<file path="config.mk">
export PLATFORM = sky130hd
export DESIGN_NAME = code_entry_controller
export DESIGN_NICKNAME = d
export VERILOG_FILES = /design/src/rtl/code_entry_controller.sv
export SDC_FILE = /design/constraint.sdc
export NUM_CORES = 1
export LEC_CHECK = 0
export BUFFER_PORTS_ARGS = -buffer_cell sky130_fd_sc_hd__buf_2
export CAP_MARGIN = 10
export CORE_UTILIZATION = 42
export CTS_CLUSTER_SIZE = 24
export DETAILED_ROUTE_END_ITERATION = 16
export MAX_ROUTING_LAYER = met4
export PLACE_DENSITY = 0.63
export SYNTH_ARGS = -nofsm -noshare
export SYNTH_HDL_FRONTEND = slang
export SYNTH_SLANG_ARGS = --single-unit
</file>
<file path="constraint.sdc">
create_clock -name clock -period 6.3 [get_ports clock]
set_clock_uncertainty 0.2 [all_clocks]
set_input_delay 0.945 -clock clock [delete_from_list [all_inputs] [get_ports clock]]
set_output_delay 0.945 -clock clock [all_outputs]
set_load 0.05 [all_outputs]
</file>
<file path="src/rtl/code_entry_controller.sv">
// Keypad lock controller: assembles one-hot button pulses into a multi-digit
// code, checks it against a stored code, supports code change and lockout.
module code_entry_controller #(
  parameter int                          CODE_LENGTH    = 4,
  parameter logic [CODE_LENGTH*2-1:0]    DEFAULT_CODE   = 8'h1B,
  parameter int                          MAX_ATTEMPTS   = 3,
  parameter int                          TIMEOUT_CYCLES = 50000000,
  parameter int                          LOCKOUT_CYCLES = 250000000
) (
  input  logic                                 clock,
  input  logic                                 reset,
  input  logic [3:0]                           buttonPresses,
  output logic                                 locked,
  output logic                                 lockoutActive,
  output logic                                 errorPulse,
  output logic                                 setDonePulse,
  output logic [$clog2(CODE_LENGTH+1)-1:0]     digitCount,
  output logic [2:0]                           stateOut
);

  localparam int CW   = CODE_LENGTH * 2;
  localparam int DCW  = $clog2(CODE_LENGTH + 1);
  localparam int TMAX = (TIMEOUT_CYCLES > LOCKOUT_CYCLES) ? TIMEOUT_CYCLES : LOCKOUT_CYCLES;
  localparam int TW   = $clog2(TMAX + 1);
  localparam int FW   = 4;

  localparam logic [TW-1:0]  TIMEOUT_LAST = TW'(TIMEOUT_CYCLES - 1);
  localparam logic [TW-1:0]  LOCKOUT_LAST = TW'(LOCKOUT_CYCLES - 1);
  localparam logic [DCW-1:0] DIGITS_LAST  = DCW'(CODE_LENGTH - 1);
  localparam logic [FW-1:0]  FAIL_LIMIT   = FW'(MAX_ATTEMPTS);

  typedef enum logic [2:0] {
    ST_LOCKED   = 3'd0,
    ST_ENTER    = 3'd1,
    ST_CHECK    = 3'd2,
    ST_UNLOCKED = 3'd3,
    ST_SET_CODE = 3'd4,
    ST_LOCKOUT  = 3'd5
  } state_t;

  state_t          state_q, state_d;
  logic [CW-1:0]   stored_code_q, stored_code_d;
  logic [CW-1:0]   entry_q, entry_d;
  logic [DCW-1:0]  digit_count_q, digit_count_d;
  logic [FW-1:0]   fail_count_q, fail_count_d;
  logic [TW-1:0]   timer_q, timer_d;
  logic            error_pulse_q, error_pulse_d;
  logic            set_done_q, set_done_d;

  logic            press_valid;
  logic [1:0]      press_digit;
  logic [1:0]      idx_terms [4];
  logic [CW-1:0]   entry_shifted;
  logic            timer_restart;
  logic            timer_run;

  // With exactly one bit set, OR-ing the per-bit indices yields that bit's index.
  genvar gi;
  generate
    for (gi = 0; gi < 4; gi++) begin : g_idx
      assign idx_terms[gi] = buttonPresses[gi] ? 2'(gi) : 2'd0;
    end
  endgenerate

  assign press_valid   = (buttonPresses != 4'd0) &&
                         ((buttonPresses & (buttonPresses - 4'd1)) == 4'd0);
  assign press_digit   = idx_terms[0] | idx_terms[1] | idx_terms[2] | idx_terms[3];
  assign entry_shifted = {entry_q[CW-3:0], press_digit};

  always_comb begin
    state_d       = state_q;
    stored_code_d = stored_code_q;
    entry_d       = entry_q;
    digit_count_d = digit_count_q;
    fail_count_d  = fail_count_q;
    error_pulse_d = 1'b0;
    set_done_d    = 1'b0;
    timer_restart = 1'b0;
    timer_run     = 1'b0;

    case (state_q)
      ST_LOCKED: begin
        if (press_valid) begin
          entry_d       = entry_shifted;
          digit_count_d = DCW'(1);
          state_d       = ST_ENTER;
        end
      end
      ST_ENTER: begin
        timer_run = 1'b1;
        if (press_valid) begin
          entry_d       = entry_shifted;
          digit_count_d = digit_count_q + DCW'(1);
          timer_restart = 1'b1;
          if (digit_count_q == DIGITS_LAST) state_d = ST_CHECK;
        end else if (timer_q == TIMEOUT_LAST) begin
          digit_count_d = '0;
          state_d       = ST_LOCKED;
        end
      end
      ST_CHECK: begin
        digit_count_d = '0;
        if (entry_q == stored_code_q) begin
          fail_count_d = '0;
          state_d      = ST_UNLOCKED;
        end else begin
          error_pulse_d = 1'b1;
          fail_count_d  = fail_count_q + FW'(1);
          state_d       = (fail_count_d == FAIL_LIMIT) ? ST_LOCKOUT : ST_LOCKED;
        end
      end
      ST_UNLOCKED: begin
        // Only buttons 3 (relock) and 0 (start code change) act here.
        if (press_valid) begin
          if (press_digit == 2'd3) begin
            state_d = ST_LOCKED;
          end else if (press_digit == 2'd0) begin
            digit_count_d = '0;
            state_d       = ST_SET_CODE;
          end
        end
      end
      ST_SET_CODE: begin
        timer_run = 1'b1;
        if (press_valid) begin
          entry_d       = entry_shifted;
          timer_restart = 1'b1;
          if (digit_count_q == DIGITS_LAST) begin
            stored_code_d = entry_shifted;
            set_done_d    = 1'b1;
            digit_count_d = '0;
            state_d       = ST_UNLOCKED;
          end else begin
            digit_count_d = digit_count_q + DCW'(1);
          end
        end else if (timer_q == TIMEOUT_LAST) begin
          digit_count_d = '0;
          state_d       = ST_UNLOCKED;
        end
      end
      ST_LOCKOUT: begin
        timer_run = 1'b1;
        if (timer_q == LOCKOUT_LAST) begin
          fail_count_d = '0;
          state_d      = ST_LOCKED;
        end
      end
      default: begin
        digit_count_d = '0;
        state_d       = ST_LOCKED;
      end
    endcase

    // Idle/lockout timer restarts on any state change or accepted digit.
    if ((state_d != state_q) || timer_restart || !timer_run) begin
      timer_d = '0;
    end else begin
      timer_d = timer_q + TW'(1);
    end
  end

  always_ff @(posedge clock or negedge reset) begin
    if (!reset) begin
      state_q       <= ST_LOCKED;
      stored_code_q <= DEFAULT_CODE;
      entry_q       <= '0;
      digit_count_q <= '0;
      fail_count_q  <= '0;
      timer_q       <= '0;
      error_pulse_q <= 1'b0;
      set_done_q    <= 1'b0;
    end else begin
      state_q       <= state_d;
      stored_code_q <= stored_code_d;
      entry_q       <= entry_d;
      digit_count_q <= digit_count_d;
      fail_count_q  <= fail_count_d;
      timer_q       <= timer_d;
      error_pulse_q <= error_pulse_d;
      set_done_q    <= set_done_d;
    end
  end

  assign locked        = !((state_q == ST_UNLOCKED) || (state_q == ST_SET_CODE));
  assign lockoutActive = (state_q == ST_LOCKOUT);
  assign stateOut      = state_q;
  assign errorPulse    = error_pulse_q;
  assign setDonePulse  = set_done_q;
  assign digitCount    = digit_count_q;

endmodule
</file>
==> impl_metrics.py, run 1 <==
metrics = {
    "finish": {
        "final_layout_size_suffix_gt1_share_pct": 17.5,
        "final_common_cell": "dfrtp_1",
        "layout.nets": 337,
        "fill_cells": 706,
        "antenna_cells": 0,
        "stdcell_count": 425,
        "layout_common_cells": "dfrtp_1 (52), a21oi_1 (27), nor2_1 (26), xnor2_1 (26), nand2_1 (25)",
        "regArea_um2": 1410,
        "multi_input_area_um2": 1610,
        "areaGrowthSynthToFinish_pct": 7.68,
    },
    "cts": {
        "htree_levels": 2,
        "cts_tree": "yes",
        "clkSinkCount": 56,
        "cts-root-buf": "clkbuf_8",
        "clock_latency_ps": 310,
        "cts_inserted_buffers": 5,
        "clk_pin_slew_worst_paths_ps": 90,
        "cts_hold_buf": 0,
        "clockBufferDepth": 2,
        "cts_resized": 0,
        "cts_setup_buffers": 0,
    },
    "critical_path": {
        "critPathArrivalTime_ps": 3150,
        "worstSetupPathType": "in2reg",
        "r2r_slack_ps": 3290,
        "critPathRequiredTime_ps": 6270,
        "cp_max_fo": 28,
        "cp-end-kind": "flop",
        "cp-start-kind": "input pin",
        "timing.rr.end": "timer_q[1]$_DFF_PN0_",
        "reg2reg_depth": 7,
        "r2r_start": "timer_q[10]$_DFF_PN0_",
    },
    "die": {
        "die_area_um2": 7790,
        "fp.dieW_um": 88.3,
        "row_count": 31,
        "ios": 16,
        "coreArea_um2": 7210,
        "fp.dieH_um": 88.3,
        "start_util_pct": 43.3,
    },
    "pwr": {
        "vdd_drop_max_v": 0.000138,
        "p_leak_uw": 0.00131,
        "p_total_uw": 1100,
        "power.density_nw_per_um2": 328,
    },
    "synth": {
        "synth-seq-cells": 56,
        "synthMuxAreaShare_pct": 4.68,
        "post_synth_fa_ha_maj_area_fraction_pct": 2.40,
        "synth_compound_area_share_pct": 14.9,
        "synth_simple_gate_area_share_pct": 18.8,
        "synth-xor-area-share_pct": 10.6,
        "synth_ff_type": "dfrtp_1",
        "synth_cell_type_count": 48,
        "syn_inst": 313,
        "postSynthAreaPerCell_um2": 9.99,
        "synth_nets": 325,
        "syn_area_um2": 3130,
        "async_reset_ff_share_pct": 100,
        "synth-seq-area-share_pct": 45.0,
        "synth_edf_count": 0,
        "synth_top_family_by_area": "simple AND/OR/NAND/NOR gates",
        "yosys_warnings": 0,
    },
    "routing": {
        "first_iter_violations": 146,
        "drt-wirelength-per-cell_um": 14.2,
        "drtPass1Iterations": 4,
        "antenna_left": 0,
        "drt_wl_total_mm": 6.04,
        "drc": 0,
        "viasPerCell": 5.45,
        "vias": 2317,
    },
    "placement": {
        "io_buffers": 15,
        "placedCellCount": 417,
        "detailed_place_hpwl_mm": 4.17,
        "place.gp.congestion": 0.825,
    },
    "sta": {
        "hold_viol": 0,
        "relSlewSlack_pct": 52.4,
        "fin_crit_sh_pct": 50.4,
        "whs_ps": 282,
        "setup_viol": 0,
        "fin_tns_setup_ps": 0,
        "worst_slew_pin_slew_ps": 706,
        "drv_slew": 0,
        "fin_crit_ps": 3180,
        "clock.fmax_ghz": 0.315,
        "rsz0062_at_grt": "false",
    },
    "hold_path": {
        "holdCritPathClass": "reg2reg",
        "hold_depth": 1,
        "worstHoldEndpoint": "timer_q[0]$_DFF_PN0_",
        "hold_start": "timer_q[0]$_DFF_PN0_",
    },
    "global_routing": {
        "grt_max_degree": 57,
        "grt_pass1_vias": 2149,
        "grt_pass1_wl_mm": 10.2,
        "overflow": 0,
        "grt_antenna_before_repair": 0,
        "grt.total_usage_pct": 17.4,
    },
    "flow_run": {
        "drv_cap": 0,
    },
    "outcome": {
        "status": "complete, no violations",
    },
}
==> per-stage QoR <==
stage,worst slack (ps),cell area (um2),utilization (%)
6_report,3120,3370,46.7
4_1_cts,3130,3370,46.7
5_1_grt,3000,3370,46.7
3_5_place_dp,2790,3270,45.3
3_3_place_gp,2860,3270,45.3
2_1_floorplan,3020,3130,-
==> worst max-delay path: stages <==
cell	delay, ps
buf_2	140
or4b_1	640
o311ai_4	180
a21boi_2	100
a221o_1	390
o31ai_4	240
buf_4	350
a21boi_0	150
==> layer usage <==
metal / share of wire (%) / GRT usage (%) / up-vias
li1: - / - / 1142
met1: 50 / 23.5 / 1142
met2: 46 / 26.6 / 24
met3: 2.3 / 3.08 / 9
met4: 1.5 / 5.57 / 0
met5: 0 / - / -
==> synthesized netlist by cell type, types with 2 or more instances <==
master / number / area (um2)
o22ai_1: 3 / 18.8
dfrtp_1: 52 / 1300
nand2_1: 25 / 93.8
nor3b_1: 3 / 22.5
nor4_1: 4 / 25.0
and4_1: 2 / 17.5
clkbuf_1: 7 / 26.3
a31oi_1: 2 / 12.5
mux2_2: 13 / 146
nand4_1: 10 / 62.6
or4_1: 4 / 30.0
buf_6: 4 / 45.0
xor2_1: 12 / 105
and2_1: 2 / 12.5
dfstp_2: 4 / 105
nor2_1: 26 / 97.6
o21ai_0: 12 / 60.1
and3_1: 2 / 12.5
o22a_1: 3 / 26.3
or3_1: 3 / 18.8
or4b_1: 3 / 30.0
nor4b_1: 2 / 17.5
a21boi_0: 2 / 15.0
xnor2_1: 26 / 228
a21oi_2: 7 / 61.3
ha_1: 6 / 75.1
buf_2: 2 / 10.0
nor3_1: 10 / 50.1
a21oi_1: 27 / 135
o21bai_1: 2 / 15.0
nand2b_1: 2 / 12.5
nand3_1: 8 / 40.0
inv_1: 8 / 30.0
==> layout make-up <==
class                           instances  share of cell area (%)
Timing Repair Buffer                   18                    2.90
Sequential cell                        56                    41.8
Clock buffer                            6                    2.45
Inverter                                8                   0.892
Clock inverter                          2                   0.520
Multi-Input combinational cell        236                    47.8
Tap cell                               99                    3.68
==> state kept, by name, summed over array words and instances, names as in the netlist <==
signal         count
fail_count_q       4
stored_code_q      8
errorPulse         1
timer_q           28
digitCount         3
stateOut           3
entry_q            8
setDonePulse       1
==> worst max-delay path by stage <==
stage / start / to / slack [ps] / cells after the start
global route: buttonPresses[1] / timer_q[1]$_DFF_PN0_ / 3000 / 8
global placement: buttonPresses[1] / timer_q[9]$_DFF_PN0_ / 2860 / 8
detailed placement: buttonPresses[1] / timer_q[1]$_DFF_PN0_ / 2790 / 8
floorplan: buttonPresses[3] / timer_q[12]$_DFF_PN0_ / 3020 / 8
CTS: buttonPresses[1] / timer_q[1]$_DFF_PN0_ / 3130 / 8
finish: buttonPresses[1] / timer_q[1]$_DFF_PN0_ / 3120 / 8
==> power by group <==
part	leakage [uW]	internal (uW)	switching, uW
clock network	0.0000522	92.3	122
registers	0.000724	426	76.1
logic	0.000531	149	239
total	0.00131	667	436
==> logic make-up after synthesis <==
| group | Yosys count |
|---|---|
| simple gates | 111 |
| mux | 13 |
| flops | 56 |
| xor+xnor | 38 |
| compound gates | 68 |
| fa+ha+maj | 6 |
| buf+inv | 21 |
Note: power is estimated with default switching activity, not from simulation.
==> inputs of run 2 (changes only) <==
==> constraint.sdc (replaced) <==
create_clock -name clock -period 3.2 [get_ports clock]
set_clock_uncertainty 0.2 [all_clocks]
set_input_delay 0.48 -clock clock [delete_from_list [all_inputs] [get_ports clock]]
set_output_delay 0.48 -clock clock [all_outputs]
set_load 0.05 [all_outputs]
==> run 2 against run 1 <==
Compared with the run above:
- sequential share of layout area down 0.79 points
- largest cell class unchanged
- sequential power up 94%
- clock-buffer cell count down 1
- non-clock buffer count rose by 3
- register-to-register slack got worse by 3000 ps
- sequential cell count unchanged
- clock power is 130% higher
==> impl_metrics.py, run 2 (synthesis results as in run 1) <==
metrics = {
    "sta": {
        "worst_slew_pin_slew_ps": 736,
        "fin_crit_sh_pct": 90.2,
        "setup_viol": 0,
        "relSlewSlack_pct": 50.4,
        "rsz0062_at_grt": "false",
        "fin_ws_ps": 313,
        "hold_viol": 0,
        "fin_tns_setup_ps": 0,
        "clock.fmax_ghz": 0.346,
        "fin_crit_ps": 2890,
        "drv_slew": 0,
    },
    "finish": {
        "multi_input_area_um2": 1610,
        "antenna_cells": 0,
        "areaGrowthSynthToFinish_pct": 9.76,
        "regArea_um2": 1410,
        "fill_cells": 698,
        "design_area_um2": 3430,
        "layout_common_cells": "dfrtp_1 (52), a21oi_1 (27), nor2_1 (26), xnor2_1 (26), nand2_1 (25)",
        "reg.largest.list": "timer_q (28), entry_q (8), stored_code_q (8)",
        "final_common_cell": "dfrtp_1",
        "top_register": "timer_q",
        "final_layout_size_suffix_gt1_share_pct": 17.9,
        "layout.nets": 340,
        "largest_reg_flops": 28,
    },
    "global_routing": {
        "grt_max_degree": 40,
        "grt_pass1_vias": 2168,
        "grt.total_usage_pct": 17.9,
        "grt_pass1_wl_mm": 10.5,
        "overflow": 0,
        "grt_antenna_before_repair": 0,
    },
    "cts": {
        "cts_tree": "yes",
        "cts_inserted_buffers": 5,
        "cts_resized": 0,
        "clock_latency_ps": 320,
        "clk_pin_slew_worst_paths_ps": 100,
        "clockBufferDepth": 2,
        "cts-root-buf": "clkbuf_8",
        "htree_levels": 2,
        "clkSinkCount": 56,
    },
    "placement": {
        "pre_cts_ws_ps": 263,
        "io_buffers": 15,
        "place.gp.congestion": 0.860,
        "place_area_um2": 3310,
        "detailed_place_hpwl_mm": 4.32,
    },
    "outcome": {
        "status": "complete, no violations",
    },
    "pwr": {
        "p_leak_uw": 0.00134,
        "vdd_drop_max_v": 0.000251,
        "power.density_nw_per_um2": 662,
        "p_total_uw": 2270,
    },
    "routing": {
        "first_iter_violations": 140,
        "vias": 2372,
        "drt-wirelength-per-cell_um": 14.4,
        "viasPerCell": 5.54,
        "drt_wl_total_mm": 6.17,
        "antenna_left": 0,
        "drtPass1Iterations": 4,
        "drc": 0,
    },
    "die": {
        "ios": 16,
        "die_area_um2": 7790,
        "fp.dieH_um": 88.3,
        "start_util_pct": 43.3,
        "row_count": 31,
        "fp.dieW_um": 88.3,
        "coreArea_um2": 7210,
    },
    "critical_path": {
        "reg2reg_depth": 7,
        "cp-start-kind": "flop",
        "cp_max_fo": 18,
        "cp_cell_sequence": "or4b_1 > or4_1 > nor2_1 > a31oi_1 > o21ai_2 > buf_12 > a21oi_1",
        "critPathArrivalTime_ps": 2890,
        "startpoint": "timer_q[16]$_DFF_PN0_",
        "cpPeakStageDelay_ps": 620,
        "endpoint": "timer_q[18]$_DFF_PN0_",
        "r2r_slack_ps": 310,
        "critPathSlowestCell": "or4_1",
        "worstSetupPathType": "reg2reg",
        "cp-end-kind": "flop",
        "timing.rr.end": "timer_q[18]$_DFF_PN0_",
        "r2r_start": "timer_q[16]$_DFF_PN0_",
        "critPathRequiredTime_ps": 3200,
    },
    "flow_run": {
        "drv_cap": 0,
    },
    "hold_path": {
        "holdCritPathClass": "reg2reg",
    },
}
-- run 2: cell types whose count changed in the layout (fill, tap and decap cells not counted) --
cell	previous run	this run
buf_12	0	2
bufinv_16	0	1
clkbuf_8	6	5
clkinvlp_4	0	1
dlygate4sd3_1	0	1
inv_6	2	1
-- run 2: per-layer routing --
layer | vias up | wire, um | track usage (%)
met5 | - | 0 | -
met3 | 7 | 192 | 3.45
met1 | 1179 | 3000 | 24.7
met4 | 0 | 74 | 4.84
li1 | 1149 | - | -
met2 | 37 | 2910 | 26.9
-- run 2: cell type report --
class	instances	share of cell area, %
multi-input cells	236	46.9
clock buffers	5	2.01
repair buffers	21	4.30
well taps	99	3.61
clock inverters	3	1.35
inverters	8	0.875
flip-flops and latches	56	41.0
-- run 2: stage by stage --
step / cells / hold slack (ps) / utilization, %
finish: 428 / 281 / 47.6
global route: 428 / 292 / 47.6
CTS: 428 / 283 / 47.6
detailed placement: 419 / 231 / 45.8
global placement: 419 / 235 / 45.8
floorplan: 313 / -15.6 / -
-- run 2: critical path, delay by kind of cell (launching register included) --
kind	cells	cell delay [ps]
buf+inv	1	240
compound gates	3	520
flops	1	460
simple gates	3	1350
-- run 2: worst min-delay path by stage --
stage | startpoint | cells after the start | slack [ps] | to
3_5_place_dp | reset | 1 | 230 | timer_q[15]$_DFF_PN0_
4_1_cts | timer_q[0]$_DFF_PN0_ | 1 | 280 | timer_q[0]$_DFF_PN0_
5_1_grt | timer_q[0]$_DFF_PN0_ | 1 | 290 | timer_q[0]$_DFF_PN0_
6_report | timer_q[0]$_DFF_PN0_ | 1 | 280 | timer_q[0]$_DFF_PN0_
3_3_place_gp | reset | 1 | 240 | timer_q[15]$_DFF_PN0_
2_1_floorplan | reset | 0 | -20 | digitCount[0]$_DFFE_PN0P_
-- run 2: where the power goes --
part | internal, uW | leakage, uW | switching, uW
sequential | 838 | 0.000724 | 137
clock | 236 | 0.0000548 | 247
combinational | 325 | 0.000558 | 488
total | 1400 | 0.00134 | 872
-- run 2: repair_timing --
action | 4_1_cts | 5_1_grt
endpoints found under the hold margin | 17 | 0
hold buffers | 1 | 0
buffers inserted | 0 | 0
